==> config.mk <==
export PLATFORM = sky130hd
export DESIGN_NAME = parity_mem
export DESIGN_NICKNAME = d
export VERILOG_FILES = /design/src/rtl/parity_mem_pkg.sv /design/src/rtl/parity_mem_parity_gen.sv /design/src/rtl/parity_mem.sv
export SDC_FILE = /design/constraint.sdc
export NUM_CORES = 1
export LEC_CHECK = 0
export BUFFER_PORTS_ARGS = -buffer_cell sky130_fd_sc_hd__buf_4
export CAP_MARGIN = 20
export CORE_ASPECT_RATIO = 1.25
export CORE_MARGIN = 2
export CORE_UTILIZATION = 40
export CTS_CLUSTER_SIZE = 24
export DETAILED_ROUTE_END_ITERATION = 8
export SLEW_MARGIN = 20
export SYNTH_ARGS = -nofsm -noshare
export SYNTH_HDL_FRONTEND = slang
export SYNTH_SLANG_ARGS = --single-unit
==> constraint.sdc <==
create_clock -name clk -period 2.77 [get_ports clk]
set_input_delay 0.4155 -clock clk [delete_from_list [all_inputs] [get_ports clk]]
set_output_delay 0.4155 -clock clk [all_outputs]
set_load 0.01 [all_outputs]
==> src/rtl/parity_mem_pkg.sv <==
// Shared types and default geometry for the parity-protected memory.
package parity_mem_pkg;

  localparam int DATA_W_DEF = 8;
  localparam int ADDR_W_DEF = 3;

  // INIT scrubs every word to zero with valid parity; RUN is normal access.
  typedef enum logic {
    INIT = 1'b0,
    RUN  = 1'b1
  } state_t;

endpackage

==> src/rtl/parity_mem_parity_gen.sv <==
// Parity of a data word; ODD_PARITY selects the sense of the generated bit.
module parity_gen #(
  parameter int DATA_W     = 8,
  parameter int ODD_PARITY = 0
) (
  input  logic [DATA_W-1:0] data,
  output logic              parity
);

  assign parity = (^data) ^ (ODD_PARITY != 0);

endmodule

==> src/rtl/parity_mem.sv <==
// Single-port-write / single-port-read memory storing one parity bit per word,
// with power-on scrub, error injection on write and a saturating error counter.
module parity_mem
  import parity_mem_pkg::*;
#(
  parameter int DATA_W     = DATA_W_DEF,
  parameter int ADDR_W     = ADDR_W_DEF,
  parameter int ODD_PARITY = 0
) (
  input  logic              clk,
  input  logic              rst_n,
  input  logic              wr_en,
  input  logic [ADDR_W-1:0] wr_addr,
  input  logic [DATA_W-1:0] wr_data,
  input  logic              wr_inj,
  input  logic              rd_en,
  input  logic [ADDR_W-1:0] rd_addr,
  output logic [DATA_W-1:0] rd_data,
  output logic              rd_parity,
  output logic              rd_valid,
  output logic              rd_err,
  output logic [7:0]        err_cnt,
  input  logic              err_clr,
  output logic              busy
);

  localparam int DEPTH = 2**ADDR_W;

  state_t              state;
  state_t              state_nxt;
  logic [ADDR_W-1:0]   init_ptr;
  logic [DATA_W:0]     mem [DEPTH];

  logic                in_run;
  logic                mem_we;
  logic [ADDR_W-1:0]   mem_waddr;
  logic [DATA_W-1:0]   mem_wdata;
  logic                wpar;
  logic                wpar_final;
  logic [DATA_W:0]     rd_word;
  logic                rd_chk;
  logic                rd_acc;

  assign in_run = (state == RUN);
  assign busy   = (state == INIT);

  // During INIT the write port is taken over by the scrubber: zero data, true parity.
  assign mem_we     = in_run ? wr_en   : 1'b1;
  assign mem_waddr  = in_run ? wr_addr : init_ptr;
  assign mem_wdata  = in_run ? wr_data : '0;
  assign wpar_final = wpar ^ (in_run & wr_inj);

  assign rd_word = mem[rd_addr];
  assign rd_acc  = in_run & rd_en;

  parity_gen #(.DATA_W(DATA_W), .ODD_PARITY(ODD_PARITY)) u_wr_par (
    .data   (mem_wdata),
    .parity (wpar)
  );

  parity_gen #(.DATA_W(DATA_W), .ODD_PARITY(ODD_PARITY)) u_rd_chk (
    .data   (rd_word[DATA_W-1:0]),
    .parity (rd_chk)
  );

  // State register.
  always_ff @(posedge clk or negedge rst_n) begin
    if (!rst_n) state <= INIT;
    else        state <= state_nxt;
  end

  // Next-state: leave INIT once the last address has been scrubbed.
  always_comb begin
    state_nxt = state;
    case (state)
      INIT: if (init_ptr == ADDR_W'(DEPTH - 1)) state_nxt = RUN;
      RUN:  state_nxt = RUN;
      default: state_nxt = INIT;
    endcase
  end

  // Scrub pointer advances one word per INIT cycle.
  always_ff @(posedge clk or negedge rst_n) begin
    if (!rst_n)              init_ptr <= '0;
    else if (state == INIT)  init_ptr <= init_ptr + 1'b1;
  end

  // Storage array; not reset, contents defined by the INIT scrub.
  always_ff @(posedge clk) begin
    if (mem_we) mem[mem_waddr] <= {wpar_final, mem_wdata};
  end

  // Registered read port; non-blocking update of mem gives read-first on collisions.
  always_ff @(posedge clk or negedge rst_n) begin
    if (!rst_n) begin
      rd_valid  <= 1'b0;
      rd_data   <= '0;
      rd_parity <= 1'b0;
      rd_err    <= 1'b0;
    end else begin
      rd_valid <= rd_acc;
      if (rd_acc) begin
        rd_data   <= rd_word[DATA_W-1:0];
        rd_parity <= rd_word[DATA_W];
        rd_err    <= (rd_chk != rd_word[DATA_W]);
      end
    end
  end

  // Saturating error counter; clear has priority over an increment.
  always_ff @(posedge clk or negedge rst_n) begin
    if (!rst_n)                                     err_cnt <= '0;
    else if (in_run && err_clr)                     err_cnt <= '0;
    else if (rd_valid && rd_err && err_cnt != 8'hFF) err_cnt <= err_cnt + 8'd1;
  end

endmodule

== Word level (Yosys, flattened, before mapping) ==
Memory sizes are Yosys's and may differ from the RTL's.
Index checks and enable logic that the tools add are counted.
Storage, ports and cells
  register bits: 23
  RAM bits: 72
  output and inout port bits: 20
  word-level logic and storage cells: 32
  memories: 1
Operators by class
  $add $sub $neg: 2
  eq/ne operators: 3
  multiplexer cells: 9
  bitwise logic cells: 4
  reductions and logical operators: 6
Memory list
  mem: words 8, bits a word 9, rd ports 1, clocked after Yosys merged registers in 0, write ports 1, RTL line parity_mem.sv:32  | logic [DATA_W:0] mem [DEPTH];
Operators by type and width (count)
  8-bit two-way mux: 3
  8-bit parity: 2
  8-bit by 1-bit adder with 8-bit output, second input constant: 1
  8-bit inequality test, second input constant: 1
  1-bit two-way mux: 4
  3-bit by 1-bit adder with 3-bit output, second input constant: 1
  3-bit == test, second input constant: 1
  1-bit logical AND: 3
  3-bit two-way mux: 1
  1-bit AND: 2
  1-bit case mux with 2 select lines: 1
  2-bit nonzero test: 1
  1-bit inequality test: 1
  1-bit inverter: 1
  1-bit bitwise XOR: 1

== Logic depth before layout (Yosys ltp) ==
Gate-level depths: netlist (run 1).
  word-level depth: 4
  gate-level depth with buffers: 8

== Modules after synthesis ==
A second synthesis (run 1) with hierarchy kept.
Second synthesis, totals
  cell total of the unflattened synthesis: 236
  area total of the unflattened synthesis: 4113.9 sq um
Modules (own cells, without submodules)
  parity_mem: instances 1, cells an instance 222, area an instance 3991.3 sq um, seq. area each 2737.6 sq um
  parity_gen: instances 2, cells an instance 7, area an instance 61.3 sq um, seq. area each 0.0 sq um

== Worst setup path after synthesis (run 1) ==
Ideal clock, no wire load.
  path type: input port to flip-flop
  start point: input port rd_addr[0]
  end point: register rd_err
  arrival time: 2035 ps
  data required time: 2633 ps
  setup slack: 597 ps
  stages on the path: 7
  path buffers: 1
  cells stage by stage: buf_6 mux4_2 mux2i_2 xnor2_1 xnor3_2 xnor2_1 a21oi_1
On the way
  longest elaborated chain between the ends: 3
RTL lines
  start: declaration: RTL line parity_mem.sv:17  | input logic [ADDR_W-1:0] rd_addr,
  memory 8 x 9 bit *
  8-bit parity: RTL line parity_mem_parity_gen.sv:10  | assign parity = (^data) ^ (ODD_PARITY != 0);
  1-bit inequality test *: RTL line parity_mem.sv:105  | rd_err <= (rd_chk != rd_word[DATA_W]);
  end signal: assignment: RTL line parity_mem.sv:105
  end: declaration: RTL line parity_mem.sv:21  | output logic rd_err,
Mark *: on every way between the ends. The rest lies on a longest branch, timed or not.
A chain may end at the register's enable or synchronous reset.

== Final worst setup path (run 1) ==
Same ends and word-level chain as after synthesis.

==> results by stage, run 1 <==
Floorplanning:
- The area of the core is just under 10000 um2.
- For this configuration, the core starts out at a cell density of 0.413.
- The y dimension of the die is roughly 120 um.
- In this run the count of I/O pins placed on the die edge is 40.
- The die is slightly above 90 um wide.
- The number of rows created at floorplan is 40.
- The die area is about 11000 um2.

Clocking:
- Buffers inserted to repair hold after CTS numbered 1.
- The largest buffer count on any clock path is 2.
- The post-CTS setup buffer count is 0.
- The clock latency at the later pin of the worst-skew pair is around 0.33 ns.
- TritonCTS built the clock tree.
- Clock tree synthesis inserted a total of 9 buffers.
- The clock drives 95 sinks.
- The clock transition at the register clock pins on the worst setup and hold paths after CTS is 0.06 ns.
- CTS built an H-tree with a depth of 3.
- Once the clock tree was built, the resizer swapped 0 gates to a different size.
- The cell sitting at the root of the clock tree is a sky130_fd_sc_hd__clkbuf_16.

Final layout:
- The fraction of final layout cells sized beyond drive strength 1 is 0.290.
- The count of placed standard cells in the final layout, fillers left out is around 420.
- The post-route cell area is about 4700 um2.
- The post-layout utilization of the core is 0.487.
- The number of antenna diodes is 0.
- The final net count is between 300 and 400.
- From synthesis to final layout, the design area changed by 17.9%.

GRT:
- The number of antenna violations at the first check in global routing was 0.
- The pin count of the biggest net entering global routing is 24.
- The sum of overflow across all layers after global routing is 0.
- The first global-routing pass estimated 11.4 mm of wire.
- For this run, the total global-route usage over all layers was measured as 0.145.
- The number of global-route vias before repair is 2087.

Synthesis:
- The largest total area in the synthesized netlist belongs to sky130_fd_sc_hd__edfxtp_1.
- The synthesis warning total is 0.
- Sorting the synthesized cells by how often they occur yields sky130_fd_sc_hd__edfxtp_1 (72), sky130_fd_sc_hd__nor2_1 (27), sky130_fd_sc_hd__dfrtp_1 (23).
- Yosys attributes the largest share of cell area to sky130_fd_sc_hd__edfxtp_1 (54%), sky130_fd_sc_hd__dfrtp_1 (14%), sky130_fd_sc_hd__mux4_2 (9.0%).
- After synthesis the cells add up to roughly 4000 um2.
- The cell with the most instances after synthesis is sky130_fd_sc_hd__edfxtp_1.
- The share of synthesized flip-flops with an asynchronous set or reset is 0.242.
- The number of instances in the synthesized netlist is 236.
- The most used flip-flop cell after synthesis is sky130_fd_sc_hd__edfxtp_1.
- The netlist uses 34 different library cells.
- The share of synthesized area in the top cell type comes to 0.542.
- The register bit total from synthesis is 95.
- The count of flip-flops with a built-in enable after synthesis is between 70 and 80.
- The fraction of the yosys area taken by sequential cells is 0.686.
- The number of nets in the synthesized netlist is approximately 260.
- The mean cell area of the mapped netlist is 16.9 um2.

Min path:
- The min-delay analysis places its worst path in the category primary input to async pin.

Place:
- The congestion estimate from routability-driven global placement came to about 0.75.
- After detailed placement, the design holds a cell count of ~400.
- During placement, the flow inserted port buffers numbering 39.
- The HPWL after detailed placement is 4.73 mm.
- The placed instances occupy a cell area of roughly 4400 um2.

Setup path:
- Counting cells, the worst reg-to-reg path comes to 6.
- The data arrival time of the critical path is 2.38 ns.
- The kind of end point of the critical path is a flip-flop.
- The category of the most critical setup path is primary input to flip-flop.
- The required time of the critical path is approximately 3 ns.
- The maximum fanout along the worst path is 18.
- The flop-to-flop setup slack is just under 0.7 ns.
- STA classifies the critical path startpoint as a primary input.

Timing:
- The final count of hold timing violations was 0.
- The top achievable clock speed is 455 MHz.
- Setup repair after global routing left no endpoint under its margin.
- Measured against its own limit, the worst slew margin works out to 0.552.
- The number of max-slew violations in the final report is 0.
- The share of the cycle needed by the critical path after routing is 0.793.
- The shortest period the worst path allows is 2.20 ns.
- Across the routed clock network, the largest skew measured is roughly 0.0053 ns.
- The final worst hold slack is between 0.5 and 0.6 ns.
- For the pin with the worst max-slew slack, the measured transition is around 0.67 ns.
- The setup-violating endpoint count in the final report is 0.
- Summed over all failing endpoints, the final setup total negative slack is 0 ns.

Detailed routing:
- The routed wire length is 7.06 mm.
- The total number of vias is ~2.1k.
- The average wire per standard cell is between 15 and 20 um.
- Once detail routing completed, the nets flagged for antenna violations numbered 0.
- Using the TritonRoute via totals, the vias-per-cell ratio works out to between 4 and 5.
- The remaining design rule violation count is 0.
- The detailed router finished its first iteration with approximately 200 violations.
- The total iterations of the first detailed-routing run is 6.

Pwr:
- In this run the static leakage power is roughly 1.7 nW.
- The maximum resistive drop on vdd is around 0.32 mV.
- The power per standard cell area is between 600 and 700 nW/um2.

Status:
- The run finished with clean final reports.

Run:
- The max capacitance violation total is 0.
state kept, by name, summed over array words and instances (netlist names):
name       flops
mem           72
rd_err         1
init_ptr       3
in_run         1
rd_valid       1
err_cnt        8
rd_data        8
rd_parity      1
stage by stage:
stage                     setup WS, ns  total power (W)
after floorplan                  0.597          0.00187
after global placement           0.243          0.00199
after detailed placement         0.210          0.00199
after CTS                        0.564          0.00312
after global routing             0.477          0.00321
final                            0.572          0.00308
worst paths after layout:
check	from	to
setup reg to reg	mem[3][7]$_DFFE_PP_	rd_err$_DFFE_PN0P_
setup / recovery	rd_addr[0]	rd_err$_DFFE_PN0P_
hold reg to reg	rd_data[3]$_DFFE_PN0P_	rd_data[3]$_DFFE_PN0P_
min in group clk	rd_data[3]$_DFFE_PN0P_	rd_data[3]$_DFFE_PN0P_
max in group asynchronous	rst_n	init_ptr[1]$_DFFE_PN0N_
hold / removal	rst_n	err_cnt[5]$_DFFE_PN0P_
cell type report:
class	count	area, um2
Inverter	3	11.3
Sequential cell	95	2740
Clock inverter	1	5.00
Timing Repair Buffer	48	363
Tap cell	126	158
Fill cell	822	4950
Clock buffer	15	268
Multi-Input combinational cell	128	1160
power breakdown:
part	switching (W)	total [W]	internal (W)
combinational	0.000169	0.000336	0.000167
sequential	0.0000264	0.00162	0.00160
clock	0.000464	0.00112	0.000657
critical path, stage by stage:
cell and delay, ns:
sky130_fd_sc_hd__buf_4 0.31, sky130_fd_sc_hd__mux4_2 0.58, sky130_fd_sc_hd__mux2i_4 0.19, sky130_fd_sc_hd__xnor2_1 0.16, sky130_fd_sc_hd__xnor3_2 0.45, sky130_fd_sc_hd__xnor2_1 0.17, sky130_fd_sc_hd__a21oi_1 0.09
cells in the final DEF (no fill, tap or decap), types with 2 or more instances in the layout:
master / n
sky130_fd_sc_hd__mux2i_2: 2
sky130_fd_sc_hd__xnor2_1: 14
sky130_fd_sc_hd__nand4_1: 3
sky130_fd_sc_hd__and3_1: 3
sky130_fd_sc_hd__a31oi_1: 3
sky130_fd_sc_hd__mux4_1: 2
sky130_fd_sc_hd__clkbuf_16: 9
sky130_fd_sc_hd__xor2_1: 6
sky130_fd_sc_hd__a21oi_1: 14
sky130_fd_sc_hd__inv_1: 2
sky130_fd_sc_hd__dfrtp_1: 23
sky130_fd_sc_hd__mux2_2: 2
sky130_fd_sc_hd__o21ai_0: 2
sky130_fd_sc_hd__and2_1: 10
sky130_fd_sc_hd__clkbuf_8: 2
sky130_fd_sc_hd__mux4_2: 16
sky130_fd_sc_hd__buf_4: 47
sky130_fd_sc_hd__nand2_1: 4
sky130_fd_sc_hd__ha_1: 3
sky130_fd_sc_hd__mux2i_1: 7
sky130_fd_sc_hd__or3_1: 2
sky130_fd_sc_hd__clkbuf_1: 4
sky130_fd_sc_hd__edfxtp_1: 72
sky130_fd_sc_hd__nor2_1: 27
per-layer routing:
metal | vias up | track usage | wire [um]
met1 | 1008 | 0.182 | 3060
met2 | 56 | 0.247 | 3540
met3 | 9 | 0.0319 | 339
met5 | - | 0 | 0
met4 | 0 | 0.0559 | 117
li1 | 994 | - | -
cell families after synthesis:
group	count (synthesis)	share of synthesized area
simple gates	53	0.0633
xor+xnor	21	0.0498
fa+ha+maj	3	0.00940
buf+inv	13	0.0229
flops	95	0.686
mux	30	0.139
compound gates	21	0.0298
Note: power is estimated with default switching activity, not from simulation.
==> run 2: changes to the inputs <==
==> constraint.sdc (replaced) <==
create_clock -name clk -period 1.8 [get_ports clk]
set_input_delay 0.27 -clock clk [delete_from_list [all_inputs] [get_ports clk]]
set_output_delay 0.27 -clock clk [all_outputs]
set_load 0.01 [all_outputs]
==> results by stage, run 2 (same netlist as run 1, synthesis figures left out) <==
GRT:
- The first-pass GRT wire length came to 11.3 mm (-1.0%).
- The number of global-route vias before repair is 2122 (+1.7%).
- The number of antenna violations at the first check in global routing is 0 (unchanged).
- The pin count of the biggest net entering global routing is 24 (unchanged).
- The global-route total usage across every layer is 0.146 (+0.000762).
- The sum of overflow across all layers after global routing came to 0 (unchanged).

Final layout:
- The final net count is 339 (+10%).
- In the layout the commonest cells are sky130_fd_sc_hd__buf_4 (77), sky130_fd_sc_hd__edfxtp_1 (72), sky130_fd_sc_hd__nor2_1 (26).
- Compared with the post-synthesis result, the final layout area differs by 25.7%.
- The filler cell count in the final layout is 801 (-2.6%).
- The largest registers in the layout are mem (72), err_cnt (8), rd_data (8).
- The flip-flop count of the largest register after layout is 72 (unchanged).
- The leading cell type in the layout, fill and taps excluded is sky130_fd_sc_hd__buf_4.
- The number of antenna diodes came to 0 (unchanged).
- mem holds more flip-flops than any other register.
- The fraction of final layout cells sized beyond drive strength 1 was 0.374 (+0.0842).

Clocking:
- The TritonCTS clock tree is done.
- The TritonCTS buffer count came to 9 (unchanged).
- The count of clock tree sinks was 95 (unchanged).
- The clock latency at the later pin of the worst-skew pair is 0.34 ns (about the same).
- The cell sitting at the root of the clock tree is a sky130_fd_sc_hd__clkbuf_16.
- The maximum level of the CTS H-tree is 3 (unchanged).
- The clock transition at the register clock pins on the worst setup and hold paths after CTS is 0.07 ns (about the same).
- The largest buffer count on any clock path came to 2 (unchanged).

Pwr:
- The internal power is 0.00394 W (+63%).
- The fraction of power spent switching nets is 0.217 (+0.00339).
- The power per standard cell area was 1000 nW/um2 (+53%).
- The net switching power is 0.00110 W (+66%).
- The combinational fraction of design power came to 0.122 (+0.013).
- The static leakage is 1.91 nW (+10%).
- The maximum resistive drop on vdd is 0.502 mV (+57%).
- The clock network fraction of design power is 0.383 (+0.019).
- The sequential fraction of design power was 0.495 (-0.032).

Place:
- The pre-CTS worst setup slack is -0.488 ns (-0.699 ns).
- The count of buffers inserted at the top-level ports is 39 (unchanged).
- The global placement routability congestion is 0.791 (+6.0%).
- The post-detailed-placement half-perimeter wirelength is 5.18 mm (+9.4%).

Detailed routing:
- The total number of vias came to 2226 (+7.7%).
- The total iterations of the first detailed-routing run came to 4 (-2).
- The remaining design rule violation count came to 0 (unchanged).
- The number of vias per cell is 4.98 (+0.22%).
- The routed wire length is 7.41 mm (+4.9%).
- The number of nets with antenna violations after detailed routing was 0 (unchanged).
- The starting DRC count in detailed routing is 124 (-37%).
- The average wire per standard cell was 16.6 um (-2.4%).

Timing:
- The shortest period the worst path allows is between 2 and 2.5 ns.
- The headroom to the max-slew limit came to 0.584 (+0.0317).
- The worst-case setup margin in the final layout is -0.204 ns (-0.776 ns).
- The slew at the pin with the worst max-slew slack came to 0.624 ns (-0.0483 ns).
- Timing would allow up to about 500 MHz.
- The final count of hold timing violations is 0 (unchanged).
- The final worst hold slack was 0.357 ns (-0.163 ns).
- Setup repair after global routing could not meet its margin everywhere.
- Of the available clock period, the critical path in the final layout requires 1.11.
- The number of max-slew violations in the final report came to 0 (unchanged).
- The setup-violating endpoint count in the final report is 1 (+1).
- The final clock skew came to 0.00700 ns (+0.00166 ns).

Setup path:
- The category of the most critical setup path is flip-flop to flip-flop.
- The kind of end point of the critical path is a flip-flop.
- The worst setup path is launched from a flip-flop.
- The required time of the critical path is 2.02 ns (-0.93 ns).
- The maximum fanout along the worst path is 2 (-16).
- The data arrival time of the critical path is 2.22 ns (-0.16 ns).

Floorplanning:
- The die area is 10800 um2 (unchanged).
- The area of the core is 9660 um2 (unchanged).
- The number of rows created at floorplan is 40 (unchanged).
- The width of the die is 93.4 um (unchanged).
- The starting density of the core is 0.413 (unchanged).
- The y dimension of the die came to 116 um (unchanged).
- The I/O pin total is 40 (unchanged).

Run:
- The max capacitance violation total was 0 (unchanged).

Status:
- The final reports fail on negative setup slack.
- The run finished, with violations left.

Min path:
- In this run the worst hold path is classified as primary input to async pin.
## run 2: through the flow
stage	utilization	cells	instance area (um2)	TNS (ns)	total power [W]
5_1_grt	0.519	447	5020	-0.275	0.00522
6_report	0.519	447	5020	-0.204	0.00504
4_1_cts	0.519	447	5010	-0.207	0.00508
3_5_place_dp	0.483	429	4660	-1.20	0.00314
3_3_place_gp	0.483	429	4660	-1.23	0.00313
2_1_floorplan	-	236	4000	-0.207	0.00288
## run 2: timing repair
action,CTS,global route
pin swaps,4,1
hold endpoints to repair,23,0
buffers inserted,1,0
hold buffers,1,0
resized for setup,4,1
setup endpoints to repair,10,3
## run 2: worst max-delay path: stages, from the launching register on
cell and delay, ns:
sky130_fd_sc_hd__edfxtp_1 0.39, sky130_fd_sc_hd__mux4_2 0.50, sky130_fd_sc_hd__mux2i_4 0.18, sky130_fd_sc_hd__xnor2_1 0.15, sky130_fd_sc_hd__xnor3_2 0.44, sky130_fd_sc_hd__xnor2_1 0.15
sky130_fd_sc_hd__a21oi_1 0.08
## run 2: power groups by stage
stage               Sequential [W]  Combinational [W]  Clock (W)
finish                     0.00249           0.000613    0.00193
global route               0.00250           0.000669    0.00205
CTS                        0.00249           0.000618    0.00197
detailed placement         0.00254           0.000603          0
global placement           0.00254           0.000598          0
floorplan                  0.00256           0.000319          0
## run 2: path summary, 6_finish.rpt
| kind | to | slack [ns] | cells after the start | start |
|---|---|---|---|---|
| worst max register to register | rd_err$_DFFE_PN0P_ | -0.20 | 6 | mem[0][7]$_DFFE_PP_ |
| worst max-delay path | rd_err$_DFFE_PN0P_ | -0.20 | 6 | mem[0][7]$_DFFE_PP_ |
| worst min-delay path | err_cnt[2]$_DFFE_PN0P_ | 0.36 | 2 | rst_n |
| max in group asynchronous | rd_data[2]$_DFFE_PN0P_ | 1.21 | 2 | rst_n |
| min in group clk | rd_valid$_DFF_PN0_ | 0.39 | 3 | rd_en |
| worst min register to register | rd_data[7]$_DFFE_PN0P_ | 0.53 | 2 | rd_data[7]$_DFFE_PN0P_ |
## run 2: metal layers
metal / up-vias / routed length (um) / global-route usage
li1: 1051 / - / -
met1: 1114 / 3140 / 0.175
met2: 54 / 3860 / 0.248
met3: 7 / 284 / 0.0397
met4: 0 / 129 / 0.0637
met5: - / 0 / 0
## run 2: layout make-up
cell class | count | area (um2) | share of cell area
sequential | 95 | 2740 | 0.546
multi-input combinational | 128 | 1190 | 0.238
timing repair buffer | 79 | 608 | 0.121
clock buffer | 11 | 254 | 0.0506
tap | 126 | 158 | 0.0314
clock inverter | 5 | 53.8 | 0.0107
inverter | 3 | 11.3 | 0.00224
==> run 3: changes to the inputs <==
--- a/config.mk
+++ b/config.mk
@@ -8,10 +8,10 @@
 export BUFFER_PORTS_ARGS = -buffer_cell sky130_fd_sc_hd__buf_4
 export CAP_MARGIN = 20
 export CORE_ASPECT_RATIO = 1.25
-export CORE_MARGIN = 2
 export CORE_UTILIZATION = 40
 export CTS_CLUSTER_SIZE = 24
 export DETAILED_ROUTE_END_ITERATION = 8
+export PLACE_DENSITY = 0.57
 export SLEW_MARGIN = 20
 export SYNTH_ARGS = -nofsm -noshare
 export SYNTH_HDL_FRONTEND = slang
==> results by stage, run 3 (same netlist as run 1, synthesis figures left out) <==
Detailed routing:
- The average wire per standard cell is 17.1 um (+3.2%).
- The total iterations of the first detailed-routing run is 4 (unchanged).
- The routed wire length is 7.66 mm (+3.4%).
- The starting DRC count in detailed routing came to 118 (-4.8%).
- The remaining design rule violation count is 0 (unchanged).
- The number of vias per cell is 4.99 (+0.23%).
- The total number of vias is 2236 (+0.45%).
- The number of nets with antenna violations after detailed routing was 0 (unchanged).

Setup path:
- The required time of the critical path is 2.01 ns (about the same).
- The flop-to-flop setup slack came to -0.21 ns (about the same).
- The last element of the critical path is rd_data[2]$_DFFE_PN0P_.
- The depth of the worst register-to-register path is 11 (+5).
- The worst setup path is launched from a flip-flop.
- The source of the critical timing path is mem[3][2]$_DFFE_PP_.
- The startpoint of the lowest-slack register-to-register path is mem[3][2]$_DFFE_PP_.
- The endpoint identified for the worst register-to-register timing path is rd_data[2]$_DFFE_PN0P_.
- The data arrival time of the critical path was 2.23 ns (about the same).
- The category of the most critical setup path is flip-flop to flip-flop.
- STA classifies the critical path endpoint as a flip-flop.
- The maximum fanout along the worst path is 2 (unchanged).

Timing:
- The share of the cycle needed by the critical path after routing is 1.12 (+0.00490).
- The headroom to the max-slew limit is 0.588 (+0.00404).
- The number of max-slew violations in the final report is 0 (unchanged).
- The setup-violating endpoint count in the final report is 2 (+1).
- The slew at the pin with the worst max-slew slack came to 0.618 ns (-0.00605 ns).
- The final clock skew is 0.00657 ns (-0.000430 ns).
- The final count of hold timing violations is 0 (unchanged).
- The shortest period the worst path allows is 2.01 ns (+0.00883 ns).
- The top achievable clock speed is 497 MHz (-0.44%).
- The worst-case setup margin in the final layout is -0.213 ns (-0.00883 ns).
- Setup repair after global routing could not meet its margin everywhere.

Pwr:
- The maximum resistive drop on vdd is 0.449 mV (-10%).
- The power per standard cell area is 1000 nW/um2 (about the same).
- The static leakage is 1.92 nW (+0.48%).
- The sum of internal, switching and leakage power is 0.00509 W (+0.95%).

GRT:
- The global-route total usage across every layer is 0.165 (+0.0185).
- The number of antenna violations at the first check in global routing came to 0 (unchanged).
- The number of global-route vias before repair is 2278 (+7.4%).
- The sum of overflow across all layers after global routing is 0 (unchanged).
- The pin count of the biggest net entering global routing came to 24 (unchanged).
- The first-pass GRT wire length was 12.2 mm (+8.0%).

Floorplanning:
- The area of the core is 9660 um2 (unchanged).
- The starting density of the core came to 0.413 (unchanged).
- The I/O pin total is 40 (unchanged).
- The width of the die was 91.4 um (-2.1%).
- The number of rows created at floorplan is 40 (unchanged).
- The die area is 10400 um2 (-3.8%).
- The y dimension of the die is 114 um (-1.7%).

Clocking:
- The largest buffer count on any clock path was 2 (unchanged).
- The count of clock tree sinks is 95 (unchanged).
- The maximum level of the CTS H-tree came to 3 (unchanged).
- The TritonCTS buffer count is 9 (unchanged).
- The clock latency at the later pin of the worst-skew pair was 0.34 ns (about the same).
- The TritonCTS clock tree is done.
- The tree is rooted in a sky130_fd_sc_hd__clkbuf_16.
- The clock transition at the register clock pins on the worst setup and hold paths after CTS is 0.06 ns (about the same).

Final layout:
- Leaving out fill and tap cells, the most frequent cells in the layout are sky130_fd_sc_hd__buf_4 (74), sky130_fd_sc_hd__edfxtp_1 (72), sky130_fd_sc_hd__nor2_1 (25).
- The final net count is 340 (+0.29%).
- Leaving out fill and tap cells, the most frequent cell in the layout is sky130_fd_sc_hd__buf_4.
- The register with the most flip-flops in the final layout is mem.
- The largest registers in the layout are mem (72), err_cnt (8), rd_data (8).
- The number of antenna diodes is 0 (unchanged).
- The fraction of final layout cells sized beyond drive strength 1 is 0.379 (+0.00505).
- The flip-flop count of the largest register after layout is 72 (unchanged).
- The count of placed standard cells in the final layout, fillers left out is 448 (+0.22%).
- Relative to the synthesized area, the layout overhead comes to 26.9%.

Run:
- The max capacitance violation total is 0 (unchanged).

Status:
- The flow ran to the end, but the final reports show violations.
- The checks that failed: negative setup slack.

Place:
- The global placement routability congestion is 0.731 (-7.5%).
- The placed cell count came to 423 (-1.4%).
- The count of buffers inserted at the top-level ports is 39 (unchanged).
- The post-detailed-placement half-perimeter wirelength is 5.18 mm (about the same).

Min path:
- The min-delay analysis places its worst path in the category primary input to async pin.
## run 3: critical path: stages (launching register included)
cell,delay [ns]
sky130_fd_sc_hd__edfxtp_1,0.37
sky130_fd_sc_hd__mux4_2,0.51
sky130_fd_sc_hd__mux2i_4,0.20
sky130_fd_sc_hd__buf_6,0.12
sky130_fd_sc_hd__buf_4,0.09
sky130_fd_sc_hd__buf_4,0.09
sky130_fd_sc_hd__buf_4,0.09
sky130_fd_sc_hd__buf_4,0.09
sky130_fd_sc_hd__buf_4,0.09
sky130_fd_sc_hd__buf_4,0.09
sky130_fd_sc_hd__buf_4,0.09
sky130_fd_sc_hd__a21oi_1,0.06
## run 3: worst min-delay path by stage
stage / startpoint / to / slack [ns]
after global routing: rst_n / in_run$_DFF_PN0_ / 0.40
after CTS: rst_n / err_cnt[2]$_DFFE_PN0P_ / 0.37
after floorplan: rst_n / err_cnt[0]$_DFFE_PN0P_ / -0.03
after global placement: rst_n / err_cnt[5]$_DFFE_PN0P_ / 0.19
final: rst_n / err_cnt[5]$_DFFE_PN0P_ / 0.37
after detailed placement: rst_n / err_cnt[3]$_DFFE_PN0P_ / 0.19
## run 3: power by group
| part | switching, W | leakage, nW | internal [W] |
|---|---|---|---|
| logic | 0.000294 | 0.835 | 0.000344 |
| registers | 0.0000357 | 0.939 | 0.00246 |
| clock network | 0.000749 | 0.151 | 0.00121 |
| total | 0.00108 | 1.92 | 0.00401 |
## run 3: area by class of cell
class                           instances  area, um2
Tap cell                              126        158
Clock buffer                           11        233
Sequential cell                        95       2740
Fill cell                             814       4590
Inverter                                3       11.3
Multi-Input combinational cell        128       1210
Timing Repair Buffer                   80        648
Clock inverter                          5       73.8
## run 3: repair_timing
item | 4_1_cts | 5_1_grt
endpoints found under the hold margin | 23 | 0
pin swaps | 4 | 2
setup endpoints to repair | 19 | 2
gates resized for setup | 7 | 3
hold buffers | 1 | 0
setup buffers | 7 | 1
## run 3: layer usage
layer  vias to the layer above  global-route usage  routed length (um)
li1                       1061                   -                   -
met1                      1105               0.202                3370
met2                        60               0.276                3880
met3                        10              0.0327                 248
met4                         0              0.0889                 166
met5                         -                   0                   0
## run 3: metrics by stage
| stage | worst slack [ns] | hold WS [ns] | cell area, um2 | setup TNS [ns] | utilization |
|---|---|---|---|---|---|
| after detailed placement | -0.499 | 0.189 | 4640 | -1.10 | 0.480 |
| final | -0.213 | 0.371 | 5070 | -0.398 | 0.525 |
| after CTS | -0.212 | 0.369 | 5040 | -0.396 | 0.522 |
| after global placement | -0.484 | 0.191 | 4640 | -1.63 | 0.480 |
| after floorplan | -0.207 | -0.0256 | 4000 | -0.207 | - |
| after global routing | -0.262 | 0.396 | 5070 | -0.518 | 0.525 |
